<file path="src/rtl/iccm_port_arbiter_pkg.sv">
// Shared types and default sizing for the ICCM port arbiter.
// Struct fields use the default widths, so instance AW/DW must not exceed ICCM_AW/ICCM_DW.
package iccm_arb_pkg;

    localparam int unsigned ICCM_AW            = 12;
    localparam int unsigned ICCM_DW            = 32;
    localparam int unsigned ICCM_WR_FIFO_DEPTH = 4;
    localparam int unsigned ICCM_MAX_STALL     = 4;

    typedef enum logic [1:0] {
        GNT_NONE = 2'd0,
        GNT_RD   = 2'd1,
        GNT_WR   = 2'd2
    } iccm_grant_e;

    typedef struct packed {
        logic [ICCM_AW-1:0] addr;
        logic [ICCM_DW-1:0] data;
    } iccm_wr_t;

    // Counter width that never collapses to zero bits.
    function automatic int unsigned clog2_min1(input int unsigned n);
        return (n <= 1) ? 1 : $clog2(n);
    endfunction

endpackage

</file>
<file path="src/rtl/iccm_port_arbiter_wr_fifo.sv">
// Synchronous FIFO buffering programmer writes; no bypass, head is registered storage.
module iccm_wr_fifo
    import iccm_arb_pkg::*;
#(
    parameter int unsigned Depth = ICCM_WR_FIFO_DEPTH,
    localparam int unsigned PW   = clog2_min1(Depth),
    localparam int unsigned CW   = $clog2(Depth + 1)
) (
    input  logic          clk_i,
    input  logic          rst_i,
    input  logic          push_i,
    input  logic          pop_i,
    input  iccm_wr_t      wdata_i,
    output iccm_wr_t      rdata_o,
    output logic          full_o,
    output logic          empty_o,
    output logic [CW-1:0] count_o
);

    iccm_wr_t        mem_q [Depth];
    logic [PW-1:0]   wr_ptr_q, wr_ptr_d;
    logic [PW-1:0]   rd_ptr_q, rd_ptr_d;
    logic [CW-1:0]   count_q, count_d;
    logic            push_ok, pop_ok;

    assign full_o  = (count_q == CW'(Depth));
    assign empty_o = (count_q == '0);
    assign count_o = count_q;
    assign rdata_o = mem_q[rd_ptr_q];

    // Full blocks push even when a pop frees a slot in the same cycle.
    assign push_ok = push_i & ~full_o;
    assign pop_ok  = pop_i & ~empty_o;

    always_comb begin
        wr_ptr_d = wr_ptr_q;
        rd_ptr_d = rd_ptr_q;
        count_d  = count_q;
        if (push_ok) wr_ptr_d = wr_ptr_q + PW'(1);
        if (pop_ok)  rd_ptr_d = rd_ptr_q + PW'(1);
        count_d = count_q + CW'(push_ok) - CW'(pop_ok);
    end

    always_ff @(posedge clk_i or posedge rst_i) begin
        if (rst_i) begin
            wr_ptr_q <= '0;
            rd_ptr_q <= '0;
            count_q  <= '0;
        end else begin
            wr_ptr_q <= wr_ptr_d;
            rd_ptr_q <= rd_ptr_d;
            count_q  <= count_d;
        end
    end

    always_ff @(posedge clk_i) begin
        if (push_ok) mem_q[wr_ptr_q] <= wdata_i;
    end

endmodule

</file>
<file path="src/rtl/iccm_port_arbiter.sv">
// Single-port ICCM arbiter: buffered programmer writes vs. TL-UL fetch reads,
// reads preferred but a pending write wins after MaxStall consecutive read grants.
module iccm_port_arbiter
    import iccm_arb_pkg::*;
#(
    parameter int unsigned AW          = ICCM_AW,
    parameter int unsigned DW          = ICCM_DW,
    parameter int unsigned WrFifoDepth = ICCM_WR_FIFO_DEPTH,
    parameter int unsigned MaxStall    = ICCM_MAX_STALL
) (
    input  logic          clk_i,
    input  logic          rst_i,
    input  logic          wr_valid_i,
    output logic          wr_ready_o,
    input  logic [AW-1:0] wr_addr_i,
    input  logic [DW-1:0] wr_data_i,
    input  logic          rd_req_i,
    output logic          rd_gnt_o,
    input  logic [AW-1:0] rd_addr_i,
    output logic          rd_rvalid_o,
    output logic [DW-1:0] rd_rdata_o,
    output logic          mem_req_o,
    output logic          mem_we_o,
    output logic [AW-1:0] mem_addr_o,
    output logic [DW-1:0] mem_wdata_o,
    output logic [3:0]    mem_wmask_o,
    input  logic [DW-1:0] mem_rdata_i,
    output logic          wr_pending_o
);

    localparam int unsigned SW = clog2_min1(MaxStall + 1);
    localparam int unsigned CW = $clog2(WrFifoDepth + 1);

    iccm_wr_t      wr_entry;
    iccm_wr_t      head;
    logic          fifo_full, fifo_empty;
    logic [CW-1:0] fifo_count;
    logic          push, pop;

    iccm_grant_e   grant;
    logic [SW-1:0] stall_q, stall_d;
    logic          rd_rvalid_q, rd_rvalid_d;

    always_comb begin
        wr_entry      = '0;
        wr_entry.addr = ICCM_AW'(wr_addr_i);
        wr_entry.data = ICCM_DW'(wr_data_i);
    end

    assign wr_ready_o   = ~fifo_full;
    assign wr_pending_o = (fifo_count != '0);
    assign push         = wr_valid_i & wr_ready_o;
    assign pop          = (grant == GNT_WR);

    iccm_wr_fifo #(
        .Depth (WrFifoDepth)
    ) u_wr_fifo (
        .clk_i   (clk_i),
        .rst_i   (rst_i),
        .push_i  (push),
        .pop_i   (pop),
        .wdata_i (wr_entry),
        .rdata_o (head),
        .full_o  (fifo_full),
        .empty_o (fifo_empty),
        .count_o (fifo_count)
    );

    // Grants are masked during reset so the memory port is quiet regardless of inputs.
    always_comb begin
        grant = GNT_NONE;
        if (!rst_i) begin
            if (!fifo_empty && (!rd_req_i || stall_q == SW'(MaxStall))) begin
                grant = GNT_WR;
            end else if (rd_req_i) begin
                grant = GNT_RD;
            end
        end
    end

    always_comb begin
        mem_req_o   = 1'b0;
        mem_we_o    = 1'b0;
        mem_addr_o  = '0;
        mem_wdata_o = '0;
        mem_wmask_o = 4'h0;
        rd_gnt_o    = 1'b0;
        unique case (grant)
            GNT_WR: begin
                mem_req_o   = 1'b1;
                mem_we_o    = 1'b1;
                mem_addr_o  = AW'(head.addr);
                mem_wdata_o = DW'(head.data);
                mem_wmask_o = 4'hF;
            end
            GNT_RD: begin
                mem_req_o  = 1'b1;
                mem_addr_o = rd_addr_i;
                rd_gnt_o   = 1'b1;
            end
            default: ;
        endcase
    end

    // Stall counter tracks read grants a waiting write has already conceded.
    always_comb begin
        stall_d = stall_q;
        if (grant == GNT_WR || fifo_empty) begin
            stall_d = '0;
        end else if (grant == GNT_RD && stall_q != SW'(MaxStall)) begin
            stall_d = stall_q + SW'(1);
        end
        rd_rvalid_d = (grant == GNT_RD);
    end

    always_ff @(posedge clk_i or posedge rst_i) begin
        if (rst_i) begin
            stall_q     <= '0;
            rd_rvalid_q <= 1'b0;
        end else begin
            stall_q     <= stall_d;
            rd_rvalid_q <= rd_rvalid_d;
        end
    end

    assign rd_rvalid_o = rd_rvalid_q;
    assign rd_rdata_o  = rd_rvalid_q ? mem_rdata_i : '0;

endmodule
</file>
<file path="config.mk">
export PLATFORM = sky130hd
export DESIGN_NAME = iccm_port_arbiter
export DESIGN_NICKNAME = d
export VERILOG_FILES = /design/src/rtl/iccm_port_arbiter_pkg.sv /design/src/rtl/iccm_port_arbiter_wr_fifo.sv /design/src/rtl/iccm_port_arbiter.sv
export SDC_FILE = /design/constraint.sdc
export NUM_CORES = 1
export LEC_CHECK = 0
export ABC_AREA = 1
export CAP_MARGIN = 0
export CORE_MARGIN = 5
export CORE_UTILIZATION = 51
export DETAILED_ROUTE_END_ITERATION = 16
export PLACE_DENSITY_LB_ADDON = 0.12
export SLEW_MARGIN = 20
export SYNTH_ARGS = -nofsm -noshare
export SYNTH_HDL_FRONTEND = slang
export SYNTH_SLANG_ARGS = --single-unit
</file>
<file path="constraint.sdc">
create_clock -name clk_i -period 4 [get_ports clk_i]
set_input_delay 1.2 -clock clk_i [delete_from_list [all_inputs] [get_ports clk_i]]
set_output_delay 1.2 -clock clk_i [all_outputs]
set_load 0.02 [all_outputs]
</file>
==> reports/qor.csv <==
stage,metric,value,unit
status,status,"complete, no violations",
route,Vias,5787,
placed_design,GP Congestion,0.716,
synth,Cells after Synth,752,
die,Starting Density,51.4,%
die,die extent in y,136,microns
worst_hold_path,Hold Crit Endpoint,stall_q[0],
setup_path,kind of critical path,input pin to output port,
grt,first-pass GRT wire length,29.1,mm
pwr,Logic pwr share,33.9,%
grt,largest net degree at the start of global routing,61,
synth,top_reg_cell synth,edfxtp_1,
pwr,total power,6600,uW
cts,Post-CTS Hold Buffers,0,
synth,Yosys top cell by area,edfxtp_1,
route,DR pass1 iterations,4,
setup_path,worst r2r path cells,17,
timing,Final Max Tran Viols,0,
setup_path,"Cell Chain, Critical Path",dlymetal6s2s_1 -> inv_2 -> o21ai_4 -> nor2_4 -> ha_4 -> clkinv_8 -> buf_16 -> buf_4 -> a21oi_1 -> buf_4,
placed_design,IO Port Bufs,177,
grt,GRT Util Overall,20.8,%
setup_path,CP most frequent cell,buf_4,
setup_path,RR Startpoint,stall_q[0],
synth,Syn. warnings,0,
placed_design,HPWL Detailed,11.8,mm
die,Cell Rows,46,
synth,most common cell in the netlist,edfxtp_1,
setup_path,CP peak stage delay,190,ps
cts,H-tree Lvls,4,
route,starting DRC count in detailed routing,421,
die,core area,15700,sq um
cts,clk buf depth,2,
synth,Netlist Area Pre-Place,8070,sq um
setup_path,reg2reg setup slack,1050,ps
worst_hold_path,HP Start,stall_q[0],
setup_path,Critical Path End Type,output port,
worst_hold_path,hold crit path type,register to register,
setup_path,RR Endpoint,u_wr_fifo.count_o[1],
timing,Hold Slack,559,ps
timing,Slew @ Worst Pin,917,ps
grt,initial antenna violation count,0,
synth,syn nets,855,
cells_and_area,P&R area growth vs syn,32.1,%
die,chip width,136,microns
pwr,Leak,0.00441,uW
setup_path,CP bufs+invs,6,
worst_hold_path,hold path cells,2,
setup_path,required time of the critical path,2800,ps
cts,clock sinks,187,
cts,Root Driver,clkbuf_16,
synth,Post-synth top cells,"edfxtp_1, nor2_1, nand2_1, inv_1, o21ai_0",
setup_path,Worst EP arrival,2510,ps
setup_path,critical-path maximum fanout,8,
cells_and_area,final-stage net count,1038,
pwr,Switching Fraction,34.3,%
timing,RSZ-0062 raised after global routing,no,
flow_run,Max-Cap Viols,0,
timing,clock skew,8.44,ps
timing,fmax,270,MHz
cts,CTS tree,yes,
cells_and_area,share of post-route cells with drive strength above 1,13.3,%
synth,Synth area leaders,"edfxtp_1, nor2_1, nand2_1",
timing,Final min period,3710,ps
pwr,Sw Pwr,2270,uW
setup_path,CP max stage cell,ha_4,
synth,sequential-to-total area share from yosys stat,68.9,%
pwr,VDD IR max,0.393,mV
synth,async set-reset flop share out of synthesis,5.88,%
die,IO Pins,178,
setup_path,"CP delay by family, top",buffers and inverters,
route,vias per inst,4.99,
grt,total gr overflow,0,
cts,cts bufs inserted,17,
timing,fin crit share,92.7,%
pwr,Int Pwr,4330,uW
synth,Seq cells post-synth,187,
pwr,clock power share,24.5,%
route,drt drc,0,
grt,vias in the first global route,5718,
die,Die Footprint,18400,sq um
pwr,Seq pwr share,41.6,%
timing,Fin. Hold Viols,0,
route,DRT antenna net count,0,
pwr,Pwr Density,619,nW/um^2
cts,Worst-path clk slew,60,ps
route,Routed WL per cell,16.5,microns
timing,final setup vio count,0,
cells_and_area,Antenna diodes,0,
synth,"EDFF count, synth",176,
synth,share of Yosys cell area claimed by the top area cell type,65.5,%
setup_path,crit path launch type,input pin,
synth,Syn Area/Cell,10.7,sq um
cts,latest clock arrival within the worst-skew pair,420,ps
timing,Slew headroom,38.9,%
route,WL final,19.2,mm
synth,library cells used by synthesis,25,
## timing repair
| action | CTS | global route |
|---|---|---|
| endpoints found under the hold margin | 0 | 0 |
| endpoints found under the setup margin | 51 | 31 |
| buffers inserted | 3 | 0 |
| pin swaps | 3 | 4 |
| gates resized for setup | 228 | 10 |
| gates cloned | 2 | 1 |
## cells in the final DEF (no fill, tap or decap), types with 2 or more instances in the layout
cell type	n
edfxtp_1	176
nor2_1	132
clkdlybuf4s50_1	124
nand2_1	121
inv_1	100
o21ai_0	45
a21oi_1	42
buf_4	37
buf_2	34
nand3_1	26
o21ai_1	20
clkbuf_16	18
dfrtp_1	9
ha_1	8
nor2_4	5
nand2_2	4
a21oi_2	4
inv_2	3
bufinv_16	3
buf_12	3
xor2_1	2
xnor2_1	2
ha_4	2
clkinv_1	2
clkbuf_1	2
clkinv_2	2
buf_16	2
dlymetal6s2s_1	2
## routing by layer
| metal | track usage [%] | part of all wire, % | up-vias |
|---|---|---|---|
| met5 | 0 | 0 | - |
| met4 | 6.61 | 1.5 | 0 |
| met3 | 4.83 | 6.6 | 19 |
| met2 | 36.6 | 51 | 186 |
| met1 | 25.6 | 41 | 2766 |
| li1 | - | - | 2816 |
## registers in the layout, summed over array words and instances (netlist names)
signal	flops
stall_q	3
u_wr_fifo.mem_q	176
rd_rvalid_o	1
u_wr_fifo.count_o	3
u_wr_fifo.rd_ptr_q	2
u_wr_fifo.wr_ptr_q	2
## final cells by class
type / instances / area [sq um]
Tap cell: 216 / 270
Multi-Input combinational cell: 419 / 1980
Clock inverter: 9 / 125
Clock buffer: 19 / 433
Inverter: 105 / 409
Timing Repair Buffer: 205 / 1870
Sequential cell: 187 / 5570
Fill cell: 1187 / 5050
## metrics by stage
stage,area (sq um),cells,worst slack [ps],TNS [ps],util [%]
after floorplan,8070,752,22.9,0,-
after global placement,10100,1126,-580,-24560,64.5
after detailed placement,10100,1126,-644,-26090,64.5
after CTS,10600,1159,-34.9,-93.7,67.5
after global routing,10700,1160,244,0,67.8
final,10700,1160,294,0,67.8
## kinds of logic after synthesis
logic type | Yosys count | synth area share [%]
AOI/OAI and AO/OA | 113 | 7.09
xor gates and xnor gates | 4 | 0.434
adders and majority gates | 11 | 1.80
buffers and inverters | 146 | 7.63
DFF | 187 | 68.9
and+or+nand+nor | 291 | 14.2
## power groups by stage
stage          clock network [uW]  registers (uW)  logic, uW
3_5_place_dp                    0            2790       2260
6_report                     1610            2750       2240
3_3_place_gp                    0            2770       2210
2_1_floorplan                   0            2720       1500
5_1_grt                      1720            2780       2500
4_1_cts                      1640            2750       2250
## tightest hold or removal path: cells and delay by family, from the launching register on
kind / cells / cell delay, ps
DFF: 1 / 400
AOI/OAI and AO/OA: 1 / 60
and+or+nand+nor: 1 / 70
## how the worst max path moves through the flow
stage                           endpoint  cells after the start  slack [ps]  startpoint
final                     mem_wdata_o[2]                     10         290    rd_req_i
after global routing      mem_wdata_o[2]                     10         240    rd_req_i
after CTS                 mem_wdata_o[2]                     10         -30    rd_req_i
after detailed placement   mem_addr_o[9]                      7        -640    rd_req_i
after global placement     mem_addr_o[2]                      7        -580    rd_req_i
after floorplan            mem_addr_o[0]                      7          20       rst_i
Power figures use the tool's default switching activity.
